### src/rtl/mem_arbiter_pkg.sv
// mem_arbiter_pkg: shared types and widths for the single-port memory arbiter.
//   REG_BUS      : default address/data width of the core's register bus
//   arb_state_e  : arbiter FSM state encoding (IDLE, REQ, WAIT, RESP)
//   arb_owner_e  : which client owns the outstanding transaction (INST, DATA)
package mem_arbiter_pkg;

  localparam int REG_BUS = 64;

  typedef enum logic [1:0] {
    MEM_ARB_IDLE = 2'd0,
    MEM_ARB_REQ  = 2'd1,
    MEM_ARB_WAIT = 2'd2,
    MEM_ARB_RESP = 2'd3
  } arb_state_e;

  typedef enum logic {
    MEM_OWNER_INST = 1'b0,
    MEM_OWNER_DATA = 1'b1
  } arb_owner_e;

endpackage

### src/rtl/mem_arb_grant.sv
// mem_arb_grant: grant selection between the fetch and load/store clients.
// Optional feature macro: MEM_ARB_RR_EN (round-robin on ties via a last-grant
// flop; when undefined, data always wins and no flop exists).
// Ports:
//   i_clk         : clock (only present with MEM_ARB_RR_EN)
//   i_rst         : synchronous active-high reset
//   i_idle        : arbiter FSM is in IDLE and may grant
//   i_inst_valid  : fetch client requesting
//   i_data_valid  : load/store client requesting
//   o_inst_ready  : fetch request granted this cycle
//   o_data_ready  : load/store request granted this cycle
//   o_grant       : some request is granted this cycle
//   o_owner_data  : selected owner (1 = DATA, 0 = INST)
module mem_arb_grant
  import mem_arbiter_pkg::*;
(
`ifdef MEM_ARB_RR_EN
  input  logic i_clk,
`endif
  input  logic i_rst,
  input  logic i_idle,
  input  logic i_inst_valid,
  input  logic i_data_valid,
  output logic o_inst_ready,
  output logic o_data_ready,
  output logic o_grant,
  output logic o_owner_data
);

  arb_owner_e w_owner;

`ifdef MEM_ARB_RR_EN
  arb_owner_e r_last_grant;

  // Track the winner of the most recent grant so a tie goes to the other client.
  always_ff @(posedge i_clk) begin
    if (i_rst) begin
      r_last_grant <= MEM_OWNER_INST;
    end else if (o_grant) begin
      r_last_grant <= w_owner;
    end else begin
      r_last_grant <= r_last_grant;
    end
  end

  // Alternate only on a tie; a lone requester always wins.
  always_comb begin
    w_owner = MEM_OWNER_INST;
    if (i_data_valid && i_inst_valid) begin
      if (r_last_grant == MEM_OWNER_INST) begin
        w_owner = MEM_OWNER_DATA;
      end else begin
        w_owner = MEM_OWNER_INST;
      end
    end else if (i_data_valid) begin
      w_owner = MEM_OWNER_DATA;
    end else begin
      w_owner = MEM_OWNER_INST;
    end
  end
`else
  // Data wins whenever it requests: the ME-stage instruction is older.
  always_comb begin
    w_owner = MEM_OWNER_INST;
    if (i_data_valid) begin
      w_owner = MEM_OWNER_DATA;
    end else begin
      w_owner = MEM_OWNER_INST;
    end
  end
`endif

  // Grant only in IDLE and never while reset is held, so the readys read 0 in reset.
  always_comb begin
    o_grant      = i_idle & ~i_rst & (i_inst_valid | i_data_valid);
    o_data_ready = o_grant & (w_owner == MEM_OWNER_DATA);
    o_inst_ready = o_grant & (w_owner == MEM_OWNER_INST);
    o_owner_data = (w_owner == MEM_OWNER_DATA);
  end

endmodule

### src/rtl/mem_arbiter.sv
// mem_arbiter: single-port arbiter between the IF fetch client and the ME
// load/store client in front of the unified memory model. One transaction at
// a time: IDLE (grant) -> REQ (present to memory) -> WAIT (await response)
// -> RESP (one-cycle response pulse to the owner).
// Optional feature macro: MEM_ARB_RR_EN (round-robin tie-break, see mem_arb_grant).
// Ports:
//   i_clk, i_rst                       : clock, synchronous active-high reset
//   i_inst_req_valid / o_inst_req_ready: fetch request handshake, i_inst_addr
//   o_inst_resp_valid, o_inst_resp_data: fetch response pulse and held data
//   i_data_req_valid / o_data_req_ready: load/store handshake with wen/addr/wdata/wmask
//   o_data_resp_valid, o_data_resp_rdata: load/store response pulse and held load data
//   o_mem_req_* / i_mem_req_ready      : memory request channel
//   i_mem_resp_valid, i_mem_resp_data  : memory response (also acks writes)
module mem_arbiter
  import mem_arbiter_pkg::*;
#(
  parameter int ADDR_W = REG_BUS,
  parameter int DATA_W = REG_BUS
) (
  input  logic              i_clk,
  input  logic              i_rst,
  input  logic              i_inst_req_valid,
  output logic              o_inst_req_ready,
  input  logic [ADDR_W-1:0] i_inst_addr,
  output logic              o_inst_resp_valid,
  output logic [DATA_W-1:0] o_inst_resp_data,
  input  logic              i_data_req_valid,
  output logic              o_data_req_ready,
  input  logic              i_data_req_wen,
  input  logic [ADDR_W-1:0] i_data_addr,
  input  logic [DATA_W-1:0] i_data_wdata,
  input  logic [DATA_W-1:0] i_data_wmask,
  output logic              o_data_resp_valid,
  output logic [DATA_W-1:0] o_data_resp_rdata,
  output logic              o_mem_req_valid,
  input  logic              i_mem_req_ready,
  output logic              o_mem_req_wen,
  output logic [ADDR_W-1:0] o_mem_req_addr,
  output logic [DATA_W-1:0] o_mem_req_wdata,
  output logic [DATA_W-1:0] o_mem_req_wmask,
  input  logic              i_mem_resp_valid,
  input  logic [DATA_W-1:0] i_mem_resp_data
);

  arb_state_e        r_state;
  arb_state_e        w_next_state;
  arb_owner_e        r_owner;
  logic              r_wen;
  logic [ADDR_W-1:0] r_addr;
  logic [DATA_W-1:0] r_wdata;
  logic [DATA_W-1:0] r_wmask;
  logic [DATA_W-1:0] r_inst_rdata;
  logic [DATA_W-1:0] r_data_rdata;
  logic              w_grant;
  logic              w_owner_data;

  mem_arb_grant u_grant (
`ifdef MEM_ARB_RR_EN
    .i_clk        (i_clk),
`endif
    .i_rst        (i_rst),
    .i_idle       (r_state == MEM_ARB_IDLE),
    .i_inst_valid (i_inst_req_valid),
    .i_data_valid (i_data_req_valid),
    .o_inst_ready (o_inst_req_ready),
    .o_data_ready (o_data_req_ready),
    .o_grant      (w_grant),
    .o_owner_data (w_owner_data)
  );

  // State register, request latch on grant, and response data capture.
  always_ff @(posedge i_clk) begin
    if (i_rst) begin
      r_state      <= MEM_ARB_IDLE;
      r_owner      <= MEM_OWNER_INST;
      r_wen        <= 1'b0;
      r_addr       <= {ADDR_W{1'b0}};
      r_wdata      <= {DATA_W{1'b0}};
      r_wmask      <= {DATA_W{1'b0}};
      r_inst_rdata <= {DATA_W{1'b0}};
      r_data_rdata <= {DATA_W{1'b0}};
    end else begin
      r_state <= w_next_state;
      if (w_grant) begin
        r_owner <= arb_owner_e'(w_owner_data);
        if (w_owner_data) begin
          r_wen  <= i_data_req_wen;
          r_addr <= i_data_addr;
          // Reads carry zero write data/mask to memory regardless of client inputs.
          r_wdata <= i_data_req_wen ? i_data_wdata : {DATA_W{1'b0}};
          r_wmask <= i_data_req_wen ? i_data_wmask : {DATA_W{1'b0}};
        end else begin
          r_wen   <= 1'b0;
          r_addr  <= i_inst_addr;
          r_wdata <= {DATA_W{1'b0}};
          r_wmask <= {DATA_W{1'b0}};
        end
      end else begin
        r_owner <= r_owner;
        r_wen   <= r_wen;
        r_addr  <= r_addr;
        r_wdata <= r_wdata;
        r_wmask <= r_wmask;
      end
      // Store acknowledgements leave the load data register untouched.
      if ((r_state == MEM_ARB_WAIT) && i_mem_resp_valid) begin
        if (r_owner == MEM_OWNER_INST) begin
          r_inst_rdata <= i_mem_resp_data;
        end else if (!r_wen) begin
          r_data_rdata <= i_mem_resp_data;
        end else begin
          r_data_rdata <= r_data_rdata;
        end
      end else begin
        r_inst_rdata <= r_inst_rdata;
        r_data_rdata <= r_data_rdata;
      end
    end
  end

  // Next-state and state-decoded outputs; memory fields read 0 outside REQ.
  always_comb begin
    w_next_state      = r_state;
    o_mem_req_valid   = 1'b0;
    o_mem_req_wen     = 1'b0;
    o_mem_req_addr    = {ADDR_W{1'b0}};
    o_mem_req_wdata   = {DATA_W{1'b0}};
    o_mem_req_wmask   = {DATA_W{1'b0}};
    o_inst_resp_valid = 1'b0;
    o_data_resp_valid = 1'b0;
    case (r_state)
      MEM_ARB_IDLE: begin
        if (w_grant) begin
          w_next_state = MEM_ARB_REQ;
        end else begin
          w_next_state = MEM_ARB_IDLE;
        end
      end
      MEM_ARB_REQ: begin
        o_mem_req_valid = 1'b1;
        o_mem_req_wen   = r_wen;
        o_mem_req_addr  = r_addr;
        o_mem_req_wdata = r_wdata;
        o_mem_req_wmask = r_wmask;
        if (i_mem_req_ready) begin
          w_next_state = MEM_ARB_WAIT;
        end else begin
          w_next_state = MEM_ARB_REQ;
        end
      end
      MEM_ARB_WAIT: begin
        if (i_mem_resp_valid) begin
          w_next_state = MEM_ARB_RESP;
        end else begin
          w_next_state = MEM_ARB_WAIT;
        end
      end
      MEM_ARB_RESP: begin
        if (r_owner == MEM_OWNER_DATA) begin
          o_data_resp_valid = 1'b1;
        end else begin
          o_inst_resp_valid = 1'b1;
        end
        w_next_state = MEM_ARB_IDLE;
      end
      default: begin
        w_next_state = MEM_ARB_IDLE;
      end
    endcase
  end

  assign o_inst_resp_data  = r_inst_rdata;
  assign o_data_resp_rdata = r_data_rdata;

endmodule

### config.mk
export PLATFORM = sky130hd
export DESIGN_NAME = mem_arbiter
export DESIGN_NICKNAME = d
export VERILOG_FILES = /design/src/rtl/mem_arbiter_pkg.sv /design/src/rtl/mem_arb_grant.sv /design/src/rtl/mem_arbiter.sv
export SDC_FILE = /design/constraint.sdc
export NUM_CORES = 1
export LEC_CHECK = 0
export BUFFER_PORTS_ARGS = -buffer_cell sky130_fd_sc_hd__buf_2
export CAP_MARGIN = 40
export CORE_AREA = 2 2 256 258
export CTS_CLUSTER_DIAMETER = 150
export CTS_CLUSTER_SIZE = 25
export DETAILED_ROUTE_END_ITERATION = 12
export DIE_AREA = 0 0 258 260
export GPL_TIMING_DRIVEN = 0
export PLACE_DENSITY_LB_ADDON = 0.25
export SLEW_MARGIN = 20
export SYNTH_ARGS = -nofsm -noshare
export SYNTH_HDL_FRONTEND = slang
export SYNTH_SLANG_ARGS = --single-unit
### constraint.sdc
create_clock -name i_clk -period 4.8 [get_ports i_clk]
set_input_delay 1.44 -clock i_clk [delete_from_list [all_inputs] [get_ports i_clk]]
set_output_delay 1.44 -clock i_clk [all_outputs]
set_load 0.05 [all_outputs]
==> insert_results.sql, run 1 <==
INSERT INTO impl_metrics (metric_group, metric, value, unit) VALUES
('sta', 'totalNegativeSetupSlack', '0', 'ns'),
('worst_setup_path', 'critical_path.startpoint_type', 'input pin', ''),
('power', 'peakVddDrop', '0.170', 'mV'),
('cts', 'cts_htree_levels', '1', ''),
('final_layout', 'fin_nets', '2710', ''),
('sta', 'rsz0062_at_grt', 'no', ''),
('worst_hold_path', 'timing.hold.worst.start', 'o_inst_resp_data[7]', ''),
('synthesis', 'postSynthCellCount', '1708', ''),
('global_route', 'globalRouteOverflowTotal', '0', ''),
('sta', 'final-hold-violation-count', '0', ''),
('power', 'total_power', '5.50', 'mW'),
('floorplan', 'chipHeight', '260', 'um'),
('sta', 'max-slew-margin-rel', '43.3', '%'),
('cts', 'cts_tree', 'done', ''),
('synthesis', 'postSynthRegisterBits', '324', ''),
('sta', 'total_of_endpoints_with_negative_setup_slack_in_the_final_report', '0', ''),
('routing', 'wirelength', '67.0', 'mm'),
('floorplan', 'core-area', '0.0641', 'mm2'),
('worst_setup_path', 'crit_type', 'input pin to primary output', ''),
('worst_setup_path', 'critPathArrivalTime', '3.16', 'ns'),
('worst_setup_path', 'setup.worst_path.end_class', 'primary output', ''),
('sta', 'final.min_clock_period', '4.60', 'ns'),
('routing', 'routed_wire_length_per_instance', '20.6', 'um'),
('final_layout', 'layout.cells.most_common', 'buf_2', ''),
('worst_setup_path', 'crit_path_start', 'i_data_req_valid', ''),
('placement', 'dpl.cell_count', '3220', ''),
('global_route', 'global_route.usage.total', '18.8', '%'),
('synthesis', 'ys_top_cells_by_area', 'dfxtp_1, a21oi_1, and2_1, o21ai_0, a211oi_1', ''),
('routing', 'detail_route.vias_per_cell', '4.79', ''),
('placement', 'gp_routability_congestion', '0.932', ''),
('cts', 'cts_sinks', '324', ''),
('synthesis', 'yosysWarnings', '0', ''),
('floorplan', 'floorplan.die.width', '258', 'um'),
('cts', 'cts_max_path_buffers', '3', ''),
('worst_hold_path', 'hp-class', 'flip-flop to flip-flop', ''),
('routing', 'remaining_routing_drc_violations', '0', ''),
('cts', 'ctsRootBufferMaster', 'clkbuf_16', ''),
('synthesis', 'post-synth-top-area-cell', 'dfxtp_1', ''),
('synthesis', 'seq_area_frac_synth', '46.1', '%'),
('routing', 'route.antenna.remaining_nets', '0', ''),
('power', 'pwr_density_cell', '290', 'mW/mm2'),
('placement', 'dp_worst_setup_slack', '-0.177', 'ns'),
('final_layout', 'synthToLayoutAreaGrowth', '34.6', '%'),
('floorplan', 'design.die.area', '0.0671', 'mm2'),
('cts', 'cts_buffers', '16', ''),
('floorplan', 'initial_utilization', '21.9', '%'),
('sta', 'f_max', '217', 'MHz'),
('run_status', 'outcome', 'completed', ''),
('global_route', 'grt_start_max_net_pins', '26', ''),
('synthesis', 'syn-cell-area', '0.0141', 'mm2'),
('sta', 'worst_slew_pin_slew', '0.851', 'ns'),
('placement', 'port_buffers', '650', ''),
('worst_setup_path', 'crit_path_max_fanout', '10', ''),
('sta', 'skew', '0.0189', 'ns'),
('global_route', 'antenna_found_initial', '16', ''),
('cts', 'worstSkewPairLatency', '0.55', 'ns'),
('synthesis', 'synth_cell_type_count', '31', ''),
('synthesis', 'number_of_nets_produced_by_synthesis', '2035', ''),
('flow_run', 'maxCapViolations', '0', ''),
('sta', 'final_critical_path_setup_slack', '0.202', 'ns'),
('placement', 'place_hpwl', '53.2', 'mm'),
('floorplan', 'rows', '93', ''),
('routing', 'drt-initial-drc-count', '1033', ''),
('synthesis', 'synth_top_area_share', '46.1', '%'),
('power', 'power_leakage', '8.13', 'nW'),
('routing', 'dr.pass1.iters', '5', ''),
('sta', 'final_min_period_over_clock_period', '95.8', '%'),
('floorplan', 'io_pins', '653', ''),
('final_layout', 'finish.cell_count_without_fillers', '3247', ''),
('global_route', 'first_pass_grt_wire_length', '97.1', 'mm'),
('routing', 'route.vias.total', '15500', ''),
('synthesis', 'synthesis.area_per_instance', '8.24', 'um2'),
('global_route', 'grt_pass1_vias', '15400', ''),
('final_layout', 'post_route_cells_drive_above_1_share', '31.2', '%'),
('worst_setup_path', 'cp.required', '3.36', 'ns'),
('final_layout', 'commonest_cells_after_routing_fill_and_taps_aside', 'buf_2, dfxtp_1, a21oi_1', ''),
('final_layout', 'fill_cells', '7048', ''),
('cts', 'clkTransAtPathRegs', '0.10', 'ns'),
('sta', 'timing.final.max_slew_violations', '0', '');
flip-flops by register name (all words and copies together) (netlist names), named ones only:
name,cells
o_data_resp_rdata,64
o_inst_resp_data,64
r_addr,64
r_owner,1
r_state,1
r_wdata,64
r_wen,1
r_wmask,64
stage by stage:
stage | cell area [um2] | hold slack [ns] | utilization [%]
after global routing | 18900 | 0.481 | 29.5
after global placement | 18400 | 0.442 | 28.7
final | 18900 | 0.460 | 29.5
after floorplan | 14100 | 0.445 | -
after detailed placement | 18500 | 0.448 | 28.8
after CTS | 18900 | 0.463 | 29.5
power by group:
part           internal [mW]  switching, mW
Sequential              2.79         0.0514
Clock                  0.643          0.951
Combinational          0.323          0.734
metal layers:
metal / vias up / track usage (%) / wire length, um
met1: 7479 / 22.6 / 27100
met5: - / 0 / 45
met4: 8 / 6.21 / 1970
li1: 7365 / - / -
met3: 106 / 3.19 / 3940
met2: 580 / 33.8 / 34000
cell families (layout without fill, tap and decap cells):
group           after synthesis  after routing  synth area share (%)
compound gates              582            582                  22.8
buf+inv                     201            876                  5.94
flops                       324            324                  46.1
mux                          64             64                  4.55
other cells                   0              9                     0
simple gates                537            537                  20.7
synthesized netlist by cell type:
cell type / number
inv_1: 1
and3b_1: 1
and2b_1: 1
nand4_1: 80
mux2i_1: 64
or3_1: 1
or2_2: 1
nand2_1: 131
and2_1: 193
nor3_4: 1
and3_1: 1
a211oi_2: 1
buf_4: 2
nand2b_1: 4
nor2_2: 2
dfxtp_1: 324
clkbuf_1: 134
nor3_1: 1
o21ai_1: 1
nor2b_1: 2
nand3b_1: 1
o21ai_0: 192
a31oi_1: 1
nand3_1: 112
nor4bb_1: 1
buf_1: 5
a211oi_1: 112
nand4bb_1: 1
nor2_1: 3
buf_2: 59
a21oi_1: 275
layout make-up:
type	count	area [um2]	area share [%]
Multi-Input combinational cell	1183	6750	35.6
Inverter	1	3.75	0.0198
Tap cell	855	1070	5.65
Sequential cell	324	6490	34.2
Antenna cell	9	22.5	0.119
Timing Repair Buffer	658	3350	17.7
Buffer	199	835	4.40
Clock buffer	18	429	2.27
timing repair:
action	CTS	global route
resized for setup	4	1
endpoints found under the setup margin	17	5
setup buffers	1	0
endpoints found under the hold margin	0	0
hold buffers	0	0
pin swaps	1	0
worst max-delay path, cell delays in order:
cell and delay [ns]:
buf_2 0.18, or2_2 0.13, buf_2 0.17, buf_2 0.34, buf_2 0.33, nand2_1 0.18
nor2_1 0.12, buf_4 0.23
final timing paths:
| check | depth (start not counted) | endpoint | slack, ns |
|---|---|---|---|
| min | 2 | o_inst_resp_data[7] | 0.46 |
| max | 8 | o_inst_req_ready | 0.20 |
| max reg2reg | 7 | r_wdata[51] | 2.52 |
| min reg2reg | 2 | o_inst_resp_data[7] | 0.46 |
Power figures use the tool's default switching activity.
==> inputs of run 2 (changes only) <==
- PLACE_DENSITY_LB_ADDON: 0.25 -> 0.12
==> run 2 against run 1 <==
First-iteration DRC count decreased by 12%. Combinational power about the same. Largest power group unchanged. Critical path depth is the same. Highest routed layer unchanged. Hold slack about the same. Total power is 0.40% higher. Maximum frequency up 1.0%. Setup slack gained 0.047 ns. Non-clock buffer count did not move.
==> insert_results.sql, run 2 (synthesized netlist as in run 1, its figures left out) <==
INSERT INTO impl_metrics (metric_group, metric, value, unit) VALUES
('run_status', 'outcome', 'completed', ''),
('sta', 'worst_slew_pin_slew', '0.826', 'ns'),
('floorplan', 'io_pins', '653', ''),
('power', 'power_leakage', '8.12', 'nW'),
('routing', 'dr.pass1.iters', '5', ''),
('cts', 'cts_buffers', '16', ''),
('placement', 'gp_routability_congestion', '0.875', ''),
('power', 'total_power', '5.52', 'mW'),
('flow_run', 'maxCapViolations', '0', ''),
('cts', 'ctsRootBufferMaster', 'clkbuf_16', ''),
('sta', 'total_of_endpoints_with_negative_setup_slack_in_the_final_report', '0', ''),
('routing', 'routed_wire_length_per_instance', '21.3', 'um'),
('final_layout', 'commonest_cells_after_routing_fill_and_taps_aside', 'buf_2, dfxtp_1, a21oi_1', ''),
('final_layout', 'fill_cells', '7111', ''),
('placement', 'place_hpwl', '54.0', 'mm'),
('global_route', 'first_pass_grt_wire_length', '99.8', 'mm'),
('floorplan', 'rows', '93', ''),
('global_route', 'antenna_found_initial', '13', ''),
('final_layout', 'synthToLayoutAreaGrowth', '34.5', '%'),
('cts', 'holdBufCountCts', '0', ''),
('placement', 'port_buffers', '650', ''),
('final_layout', 'layout.cells.most_common', 'buf_2', ''),
('cts', 'cts_tree', 'done', ''),
('global_route', 'grt_pass1_vias', '15300', ''),
('sta', 'timing.final.max_slew_violations', '0', ''),
('routing', 'detail_route.vias_per_cell', '4.70', ''),
('placement', 'detailed_place.area', '0.0185', 'mm2'),
('global_route', 'grt_start_max_net_pins', '26', ''),
('cts', 'cts_max_path_buffers', '3', ''),
('worst_hold_path', 'hp-class', 'flip-flop to flip-flop', ''),
('floorplan', 'design.die.area', '0.0671', 'mm2'),
('worst_setup_path', 'cp.required', '3.36', 'ns'),
('final_layout', 'postLayoutCellArea', '0.0189', 'mm2'),
('power', 'pwr_density_cell', '292', 'mW/mm2'),
('worst_setup_path', 'critPathArrivalTime', '3.11', 'ns'),
('routing', 'wirelength', '69.1', 'mm'),
('worst_setup_path', 'critical_path.startpoint_type', 'input pin', ''),
('sta', 'f_max', '220', 'MHz'),
('routing', 'route.vias.total', '15200', ''),
('sta', 'skew', '0.0220', 'ns'),
('sta', 'rsz0062_at_grt', 'no', ''),
('routing', 'route.antenna.remaining_nets', '0', ''),
('final_layout', 'fin_nets', '2710', ''),
('cts', 'clkTransAtPathRegs', '0.11', 'ns'),
('sta', 'max-slew-margin-rel', '44.9', '%'),
('worst_setup_path', 'crit_type', 'input pin to primary output', ''),
('worst_setup_path', 'setup.worst_path.end_class', 'primary output', ''),
('final_layout', 'post_route_cells_drive_above_1_share', '31.1', '%'),
('sta', 'final-hold-violation-count', '0', ''),
('routing', 'drt-initial-drc-count', '909', ''),
('floorplan', 'initial_utilization', '21.9', '%'),
('worst_setup_path', 'crit_path_max_fanout', '10', ''),
('floorplan', 'floorplan.die.width', '258', 'um'),
('cts', 'cts_setup_buffers', '1', ''),
('sta', 'final_min_period_over_clock_period', '94.8', '%'),
('routing', 'remaining_routing_drc_violations', '0', ''),
('sta', 'final.min_clock_period', '4.55', 'ns'),
('global_route', 'globalRouteOverflowTotal', '0', ''),
('floorplan', 'core-area', '0.0641', 'mm2'),
('cts', 'post_cts_resize_count', '0', ''),
('cts', 'cts_htree_levels', '1', ''),
('global_route', 'global_route.usage.total', '19.5', '%'),
('sta', 'totalNegativeSetupSlack', '0', 'ns'),
('cts', 'cts_sinks', '324', ''),
('floorplan', 'chipHeight', '260', 'um'),
('power', 'peakVddDrop', '0.181', 'mV'),
('cts', 'worstSkewPairLatency', '0.56', 'ns');
[run 2: cell types whose count changed in the layout (fill, tap and decap cells not counted), sizes merged]
cell   change
diode      -2
[run 2: metrics by stage]
stage	setup slack [ns]	utilization (%)	cells	hold slack, ns
3_5_place_dp	-0.212	28.8	3218	0.444
6_report	0.249	29.5	3245	0.460
4_1_cts	0.0392	29.5	3236	0.461
3_3_place_gp	-0.211	28.7	3213	0.443
2_1_floorplan	0.462	-	1708	0.445
5_1_grt	0.0791	29.5	3244	0.481
[run 2: worst max-delay path, cell delays in order]
cell,delay [ns]
buf_2,0.14
or2_2,0.15
buf_2,0.19
buf_2,0.32
buf_2,0.33
nand2_1,0.11
nor2_1,0.10
buf_2,0.31
[run 2: worst paths after layout]
kind	startpoint	endpoint	slack, ns	cells after the start
setup / recovery	i_data_req_valid	o_inst_req_ready	0.25	8
hold / removal	o_inst_resp_data[62]	o_inst_resp_data[62]	0.46	2
setup reg to reg	flip-flop	r_wdata[18]	2.72	7
hold reg to reg	o_inst_resp_data[62]	o_inst_resp_data[62]	0.46	2
[run 2: area by class of cell]
cell class	instances	area [um2]	share of cell area, %
clock buffers	18	429	2.27
well taps	855	1070	5.65
inverters	1	3.75	0.0198
plain buffers	199	828	4.38
diodes	7	17.5	0.0925
flip-flops and latches	324	6490	34.3
repair buffers	658	3350	17.7
multi-input cells	1183	6750	35.7
[run 2: where the power goes]
part	leakage, nW	switching [mW]	internal (mW)
combinational	5.28	0.730	0.321
sequential	2.63	0.0506	2.80
clock	0.211	0.978	0.644
[run 2: per-layer routing]
| metal | vias to the layer above | GRT usage (%) | share of wire [%] |
|---|---|---|---|
| met4 | 12 | 5.19 | 2.4 |
| met5 | - | 0 | 0.090 |
| met1 | 7308 | 24.0 | 42 |
| li1 | 7401 | - | - |
| met2 | 447 | 34.6 | 50 |
| met3 | 74 | 3.79 | 5.4 |
